===== src/rtl/program_loader_pkg.sv =====
// program_loader_pkg: shared FSM state encoding and header constants for the program loader
package program_loader_pkg;
  typedef enum logic [2:0] {HDR0, HDR1, DATA, WRITE, CHECK, DONE, ERROR} state_t;
  localparam int HDR_BYTES = 2;
endpackage


===== src/rtl/program_loader_byte_packer.sv =====
// byte_packer: assembles four accepted bytes little-endian into a 32-bit word
module byte_packer (
  input  logic        clock,
  input  logic        reset,
  input  logic [7:0]  data_i,
  input  logic        load_i,
  output logic [31:0] word_o,
  output logic        last_o
);
  logic [1:0]  idx_q, idx_d;
  logic [31:0] word_q, word_d;
  // shifting in from the top leaves the first byte in bits 7:0 after four loads
  always_comb begin
    idx_d  = load_i ? idx_q + 2'd1 : idx_q;
    word_d = load_i ? {data_i, word_q[31:8]} : word_q;
  end
  always_ff @(posedge clock or negedge reset) begin
    if (!reset) begin
      idx_q  <= '0;
      word_q <= '0;
    end else begin
      idx_q  <= idx_d;
      word_q <= word_d;
    end
  end
  assign word_o = word_q;
  assign last_o = load_i && idx_q == 2'd3;
endmodule


===== src/rtl/program_loader.sv =====
// program_loader: streams a length-prefixed byte image into instruction memory, holding the core meanwhile.
// Optional trailing XOR checksum byte enabled by PROGRAM_LOADER_CHECKSUM_EN.
module program_loader
  import program_loader_pkg::*;
#(
  parameter int ADDR_W    = 8,
  parameter int BASE_ADDR = 0
) (
  input  logic              clock,
  input  logic              reset,
  input  logic [7:0]        inByte,
  input  logic              inValid,
  output logic              inReady,
  output logic              memWrite,
  output logic [ADDR_W-1:0] memAddr,
  output logic [31:0]       memData,
  input  logic              memReady,
  output logic              coreHold,
  output logic              done,
  output logic              error
);
`ifdef PROGRAM_LOADER_CHECKSUM_EN
  localparam state_t AFTER = CHECK;
  logic [7:0] csum_q;
`else
  localparam state_t AFTER = DONE;
`endif
  state_t            state_q, state_d;
  logic              run_q;
  logic [15:0]       cnt_q, cnt_d;
  logic [ADDR_W-1:0] addr_q, addr_d;
  logic              take, word_last;
  // run_q keeps inReady low until the first edge after reset release
  assign inReady = run_q && (state_q == HDR0 || state_q == HDR1 || state_q == DATA || state_q == CHECK);
  assign take    = inValid && inReady;
  byte_packer u_packer (
    .clock (clock),
    .reset (reset),
    .data_i(inByte),
    .load_i(take && state_q == DATA),
    .word_o(memData),
    .last_o(word_last)
  );
  always_comb begin
    state_d = state_q;
    cnt_d   = cnt_q;
    addr_d  = addr_q;
    case (state_q)
      HDR0: if (take) begin
        cnt_d[7:0] = inByte;
        state_d    = HDR1;
      end
      HDR1: if (take) begin
        cnt_d[15:8] = inByte;
        state_d     = {inByte, cnt_q[7:0]} == 16'd0 ? AFTER : DATA;
      end
      DATA: state_d = word_last ? WRITE : DATA;
      WRITE: if (memReady) begin
        addr_d  = addr_q + 1'b1;
        cnt_d   = cnt_q - 16'd1;
        state_d = cnt_q == 16'd1 ? AFTER : DATA;
      end
`ifdef PROGRAM_LOADER_CHECKSUM_EN
      CHECK: if (take) state_d = inByte == csum_q ? DONE : ERROR;
`endif
      default: ;
    endcase
  end
  always_ff @(posedge clock or negedge reset) begin
    if (!reset) begin
      state_q <= HDR0;
      run_q   <= 1'b0;
      cnt_q   <= '0;
      addr_q  <= ADDR_W'(BASE_ADDR);
    end else begin
      state_q <= state_d;
      run_q   <= 1'b1;
      cnt_q   <= cnt_d;
      addr_q  <= addr_d;
    end
  end
`ifdef PROGRAM_LOADER_CHECKSUM_EN
  always_ff @(posedge clock or negedge reset) begin
    if (!reset) csum_q <= '0;
    else if (take && state_q == DATA) csum_q <= csum_q ^ inByte;
  end
  assign error = state_q == ERROR;
`else
  assign error = 1'b0;
`endif
  assign memWrite = state_q == WRITE;
  assign memAddr  = addr_q;
  assign coreHold = state_q != DONE;
  assign done     = state_q == DONE;
endmodule


===== config.mk =====
export PLATFORM = sky130hd
export DESIGN_NAME = program_loader
export DESIGN_NICKNAME = d
export VERILOG_FILES = /design/src/rtl/program_loader_pkg.sv /design/src/rtl/program_loader_byte_packer.sv /design/src/rtl/program_loader.sv
export SDC_FILE = /design/constraint.sdc
export NUM_CORES = 1
export LEC_CHECK = 0
export BUFFER_PORTS_ARGS = -buffer_cell sky130_fd_sc_hd__buf_2
export CAP_MARGIN = 30
export CORE_UTILIZATION = 56
export DETAILED_ROUTE_END_ITERATION = 10
export HOLD_SLACK_MARGIN = 0.03
export PLACE_DENSITY = 0.79
export SLEW_MARGIN = 25
export SYNTH_ARGS = -nofsm -noshare
export SYNTH_HDL_FRONTEND = slang
export SYNTH_HIERARCHICAL = 1
export SYNTH_SLANG_ARGS = --single-unit

===== constraint.sdc =====
create_clock -name clock -period 2.7 [get_ports clock]
set_clock_uncertainty 0.15 [all_clocks]
set_input_delay 0.135 -clock clock [delete_from_list [all_inputs] [get_ports clock]]
set_output_delay 0.135 -clock clock [all_outputs]
set_load 0.1 [all_outputs]

==> results.md, run 1 <==
* Outcome: completed
* DRT iter0 DRCs at 154
* Tot GR Track Use at 23.96%
* Routability Congestion at 0.8693
* Mapped Cells at about 270
* Clock Latency Late Sink at 0.34 ns
* EDFF count, synth at 0
* Worst path cell trace: inv_1, ha_1, nor4b_1, nand4_1, o21ai_0, o21ai_0, dlygate4sd3_1
* Max cap viols at 0
* Peak VDD IR at between 0.2 and 0.3 mV
* Synth-to-Final Area Change at 19.74%
* Worst Path Arrival at approximately 2.4 ns
* Crit path from: cnt_q[1]$_DFFE_PN0P_
* Dpl hpwl at between 4000 and 5000 um
* Setup bufs post-CTS at 0
* Pre-antenna DRT Iters at 4
* Max-slew headroom at between 50% and 60%
* Syn Nets at between 200 and 300
* # hold bufs at CTS at 12
* Reg power frac at between 40% and 50%
* Yosys cell types at 55
* Final hold vios at 0
* Unrepaired setup endpoints after global routing: no
* Async set-reset flop share out of synthesis at between 90% and 100%
* Top_reg_cell synth: dfrtp_1
* Mean routed wirelength per cell at 16.02 um
* Vias in the first global route at 2,249
* Sequential fraction of the synthesis area at 47.91%
* Fin crit period at around 2.4 ns
* Largest net degree at the start of global routing at 33
* FF-to-FF Start: cnt_q[1]$_DFFE_PN0P_
* Clock Path Buffers at 2
* Count leader, synth: dfrtp_1
* Type of the most critical hold path: in -> async
* Share of post-route cells with drive strength above 1 at a little over a third
* Final net count at between 300 and 400
* CTS clk-pin slew, worst paths at about 0.07 ns
* Die Span Y at between 70 and 80 um
* Max Fanout on Critical Path at 4
* Leakage at 1.935 nW
* Share of the synthesized area in the top cell type at 47.91%
* Pwr dens at roughly 490 nW/um2
* Via density at approximately 5.7
* Num CTS Buffers at 9
* Cell taking the most area after synthesis: dfrtp_1
* Net Sw Frac at roughly 21%
* Core footprint at approximately 5500 um2
* CP required at 2.76 ns
* Num Clock Sinks at 62
* Worst Tran Pin Value at 0.7008 ns
* CTS Root Cell: clkbuf_8
* WL final at between 6000 and 7000 um
* # diodes at 0
* I/O pins at 57
* FP Rows at 27
* Fin. max-slew vios at 0
* Count of buffers from port buffering at 55
* Synth warn at 6
* Seq cells post-synth at between 60 and 70
* Critical path endpoint category: register
* WS Path Type: reg -> reg
* Number of remaining DRC errors at 0
* Main area contributors after synthesis: dfrtp_1, mux2_4, a21oi_1, mux2_2, nor4_4
* Die X at a little under 80 um
* Most numerous cell on the critical path: o21ai_0
* Initial antenna violation count at 0
* Share of total power in the clock network at between 40% and 50%
* Detail Route Antenna Nets at 0
* CP delay by family, top: buffers and inverters
* Initial Utilization at between 50% and 60%
* Post_cts resized at 0
* Internal power at roughly 1.5 mW
* Fin crit share at 87.94%
* Setup Viol. Count Final at 0
* H-Tree Level Count at 3
* Element type at the critical path start: register
* WP buf/inv at 2
* Largest stage delay, worst path at 0.59 ns
* Synthesized area per cell at 11.86 um2
* First-pass GRT wire length at 11,110 um
* Setup TNS at 0 ns
* Worst Hold Slack at about 0.23 ns
* Top cells by count, synth: dfrtp_1, mux2_4, a21oi_1
* Logic pwr share at between 3 and 4%
* Sw Pwr at about 400 uW
* Grt ovf at 0
* Via count at roughly 2,400
* Die footprint at ~6100 um2
* Fillers at 413
* Slowest cell on crit path: dlygate4sd3_1
* Fmax achieved at about 420 MHz
* TritonCTS clock tree: yes
* Netlist Area Pre-Place at 3238 um2
## cells by family (layout without fill, tap and decap cells)
family | Yosys count | in the layout | synth area share, %
AND/OR/NAND/NOR | 76 | 76 | 14.88
flip-flops | 62 | 62 | 47.91
AO/OA/AOI/OAI | 61 | 61 | 12.25
multiplexers | 34 | 34 | 15.07
buffers and inverters | 25 | 98 | 5.564
XOR/XNOR | 8 | 8 | 2.164
adder cells (fa/ha/maj) | 5 | 5 | 1.932
other | 2 | 2 | 0.2319
## flip-flops by register name (all words and copies together), names as in the netlist
name,count
u_packer/idx_q,2
run_q,1
cnt_q,16
u_packer/word_o,32
memAddr,8
state_q,3
## worst paths after layout
| path | end | slack, ns | cells past startpoint |
|---|---|---|---|
| worst min-delay path | u_packer/word_o[2]$_DFFE_PN0P_ | 0.23 | 2 |
| worst max register to register | state_q[1]$_DFFE_PN0P_ | 0.33 | 7 |
| worst max-delay path | state_q[1]$_DFFE_PN0P_ | 0.33 | 7 |
| worst min register to register | u_packer/idx_q[0]$_DFFE_PN0P_ | 0.33 | 1 |
| max in group asynchronous | u_packer/word_o[14]$_DFFE_PN0P_ | 1.57 | 3 |
| min in group clock | u_packer/idx_q[0]$_DFFE_PN0P_ | 0.33 | 1 |
## layer usage
layer | share of wire (%) | GRT usage (%)
met1 | 45 | 32.28
met2 | 47 | 37.81
met3 | 6.1 | 5.000
met4 | 1.9 | 9.815
met5 | 0 | 0
## power groups by stage
stage / Sequential, mW / Clock, mW / Combinational [mW]
6_report: 0.930 / 0.914 / 0.0688
5_1_grt: 0.930 / 0.971 / 0.0767
4_1_cts: 0.930 / 0.931 / 0.0698
3_5_place_dp: 0.948 / 0 / 0.0576
3_3_place_gp: 0.948 / 0 / 0.0569
2_1_floorplan: 0.948 / 0 / 0.0189
## placed cells by master (no fill, tap or decap), types with 6 or more instances in the layout
master / instances
dfrtp_1: 62
inv_1: 9
clkbuf_8: 11
a21oi_1: 17
nand2_1: 13
mux2_2: 6
dlygate4sd3_1: 12
o21ai_0: 11
buf_2: 55
nor2_1: 15
mux2_4: 28
nand4_1: 8
nor3_1: 6
nand3_1: 7
a2bb2oi_1: 6
## stage by stage
step	area (um2)	instances	util, %	setup slack, ns	power, mW
floorplan	3238	273	-	0.01698	0.9667
global placement	3536	391	63.82	0.6845	1.005
detailed placement	3536	391	63.82	0.6342	1.005
CTS	3877	418	69.99	0.3481	1.931
global route	3877	418	69.99	0.1840	1.977
finish	3877	418	69.99	0.3257	1.913
## final cells by class
type	instances	area (um2)	share of cell area [%]
sequential	62	1551	40.01
clock inverter	4	70.07	1.807
timing repair buffer	73	465.4	12.00
multi-input combinational	186	1511	38.98
clock buffer	11	151.4	3.904
tap	72	90.09	2.323
inverter	10	37.54	0.9681
Power figures use the tool's default switching activity.
==> inputs of run 2 (changes only) <==
--- a/config.mk
+++ b/config.mk
@@ -5,6 +5,7 @@
 export SDC_FILE = /design/constraint.sdc
 export NUM_CORES = 1
 export LEC_CHECK = 0
+export ABC_AREA = 1
 export BUFFER_PORTS_ARGS = -buffer_cell sky130_fd_sc_hd__buf_2
 export CAP_MARGIN = 30
 export CORE_UTILIZATION = 56
==> results.md, run 2 <==
* Die X at 78.72 um (+0.86%)
* Leakage at 2.267 nW (+17%)
* Count leader, synth: nand2_1
* Routability Congestion at 0.9293 (+6.9%)
* Dpl ws at 0.8301 ns (+0.1960 ns)
* Hold depth at 6
* Num Clock Sinks at 62 (unchanged)
* Share of post-route cells with drive strength above 1 at 20.59% (-14 points)
* Sequential fraction of the synthesis area at 47.08% (-0.84 points)
* Top cells by count, synth: nand2_1, dfrtp_1, nor2_1
* Setup bufs post-CTS at 0 (unchanged)
* Mean routed wirelength per cell at 12.16 um (-24%)
* Main area contributors after synthesis: dfrtp_1, nand2_1, nor2_1, inv_1, nand2_2
* Syn Nets at 449 (+55%)
* Via density at 5.017 (-12%)
* Pwr dens at 446.9 nW/um2 (-9.4%)
* Number of remaining DRC errors at 0 (unchanged)
* R2R depth at 9 (+2)
* WL met1 at 3123 um (+4.4%)
* H-Tree Level Count at 3 (unchanged)
* Netlist Area Pre-Place at 3296 um2 (+1.8%)
* WL final at 7016 um (+4.8%)
* Fin crit period at 2.090 ns (-0.2842 ns)
* Met3 wire len at 326 um (-20%)
* Fin. max-slew vios at 0 (unchanged)
* Vias in the first global route at 2,648 (+18%)
* Dpl hpwl at 5030 um (+9.8%)
* Fmax achieved at 478.5 MHz (+14%)
* Critical path endpoint category: output pin
* Cell taking the most area after synthesis: dfrtp_1
* Worst Tran Pin Value at 0.7366 ns (+0.03579 ns)
* Peak VDD IR at 0.3114 mV (+19%)
* CTS Root Cell: clkbuf_8
* Via count at 2,895 (+21%)
* Tot GR Track Use at 24.67% (+0.71 points)
* Commonest non-fill, non-tap cell in the layout: nand2_1
* Hold_sp: inValid
* Dpl cell area at 3592 um2 (+1.6%)
* Final hold vios at 0 (unchanged)
* Fin crit share at 77.41% (-11 points)
* Type of the most critical hold path: in -> reg
* Max Fanout on Critical Path at 16 (+12)
* Synthesized area per cell at 7.629 um2 (-36%)
* Detail Route Antenna Nets at 0 (unchanged)
* Share of the synthesized area in the top cell type at 47.08% (-0.84 points)
* DRT iter0 DRCs at 169 (+9.7%)
* I/O pins at 57 (unchanged)
* Met2 Routed Length at 3363 um (+6.1%)
* Initial antenna violation count at 0 (unchanged)
* Mapped Cells at 432 (+58%)
* Synth warn at 6 (unchanged)
* # diodes at 0 (unchanged)
* Element type at the critical path start: register
* Seq cells post-synth at 62 (unchanged)
* Pwr Total at 1.729 mW (-9.6%)
* Num CTS Buffers at 9 (unchanged)
* Async set-reset flop share out of synthesis at 100.0% (unchanged)
* FP Rows at 27 (unchanged)
* First-pass GRT wire length at 11,790 um (+6.1%)
* Setup TNS at 0 ns (unchanged)
* Commonest non-fill, non-tap cells in the layout: nand2_1, dfrtp_1, buf_2
* Setup WS post-layout at 0.6099 ns (+0.2842 ns)
* TritonCTS clock tree: yes
* Crit path from: state_q[0]$_DFFE_PN0P_
* Die Span Y at 78.72 um (+0.86%)
* Core footprint at 5574 um2 (+0.61%)
* Max FFs per register at 32 (unchanged)
* Count of buffers from port buffering at 55 (unchanged)
* Fillers at 479 (+16%)
* Die footprint at 6196 um2 (+1.7%)
* Placed insts at 551 (+41%)
* FF-to-FF Start: state_q[0]$_DFFE_PN0P_
* Setup Viol. Count Final at 0 (unchanged)
* Max-slew headroom at 50.90% (-2.4 points)
* CP required at 2.41 ns (-0.35 ns)
* Post_cts resized at 0 (unchanged)
* CTS clk-pin slew, worst paths at 0.07 ns (about the same)
* Initial Utilization at 59.12% (+0.68 points)
* Yosys cell types at 30 (-45%)
* Pre-antenna DRT Iters at 4 (unchanged)
* Final net count at 517 (+44%)
* Clock Path Buffers at 2 (unchanged)
* Largest net degree at the start of global routing at 35 (+6.1%)
* Clock Latency Late Sink at 0.34 ns (about the same)
* EDFF count, synth at 0 (unchanged)
* WS Path Type: reg -> out
* Top_reg_cell synth: dfrtp_1
* Synth-to-Final Area Change at 17.43%
* Grt ovf at 0 (unchanged)
* Max Used Layer: met4
* Outcome: completed
* Cell Count, Final, Fillers Out at 577 (+38%)
* Max cap viols at 0 (unchanged)
* Worst Path Arrival at 1.81 ns (-0.62 ns)
* # hold bufs at CTS at 10 (-2)
* Fin area at 3870 um2 (-0.19%)
* Unrepaired setup endpoints after global routing: no
-- run 2: cell count changes after synthesis, sizes merged, moves of 4 or more --
cell     change
a2bb2oi      -6
inv         +28
o22ai        -5
a21oi        -7
nand2      +192
nor2        +31
mux2        -33
nand3       +13
nand4        -6
nor3         -7
nor4         -4
-- run 2: area by class of cell --
class	instances	area [um2]	share of cell area (%)
Clock buffer	12	145.1	3.750
Clock inverter	4	32.53	0.8406
Inverter	38	152.6	3.944
Multi-Input combinational cell	320	1480	38.25
Sequential cell	62	1551	40.09
Tap cell	72	90.09	2.328
Timing Repair Buffer	69	417.9	10.80
-- run 2: per-stage QoR --
step | hold WS [ns] | utilization, %
floorplan | -0.3106 | -
global placement | 0.07705 | 64.44
detailed placement | 0.08473 | 64.44
CTS | 0.1863 | 69.43
global route | 0.2169 | 69.43
finish | 0.1902 | 69.43
-- run 2: metal layers --
layer | vias to the layer above | GRT usage (%)
met5 | - | 0
met4 | 0 | 14.81
met3 | 17 | 4.368
met2 | 85 | 39.57
met1 | 1337 | 31.20
li1 | 1456 | -
-- run 2: critical path, cell delays in order, from the launching register on --
cell     delay [ns]
dfrtp_1        0.48
nand2_2        0.11
nor2_4         0.37
buf_2          0.51
-- run 2: cell families after synthesis --
group / after synthesis / share of synthesized area [%]
xor+xnor: 7 / 1.860
buf+inv: 50 / 8.162
compound gates: 27 / 4.290
simple gates: 278 / 36.14
flops: 62 / 47.08
mux: 1 / 0.3417
fa+ha+maj: 5 / 1.898
other cells: 2 / 0.2279
-- run 2: worst paths after layout --
check / end / slack [ns]
worst min register to register: u_packer/word_o[2]$_DFFE_PN0P_ / 0.32
max in group asynchronous: cnt_q[10]$_DFFE_PN0P_ / 1.52
min in group asynchronous: u_packer/word_o[6]$_DFFE_PN0P_ / 0.24
worst max-delay path: memWrite / 0.61
worst min-delay path: u_packer/word_o[27]$_DFFE_PN0P_ / 0.19
worst max register to register: u_packer/idx_q[0]$_DFFE_PN0P_ / 0.83
-- run 2: where the power goes --
| part | internal, mW | switching [mW] | total, mW |
|---|---|---|---|
| Combinational | 0.0230 | 0.0422 | 0.0652 |
| Sequential | 0.929 | 0.000151 | 0.929 |
| Clock | 0.362 | 0.373 | 0.735 |
| Total | 1.31 | 0.416 | 1.73 |
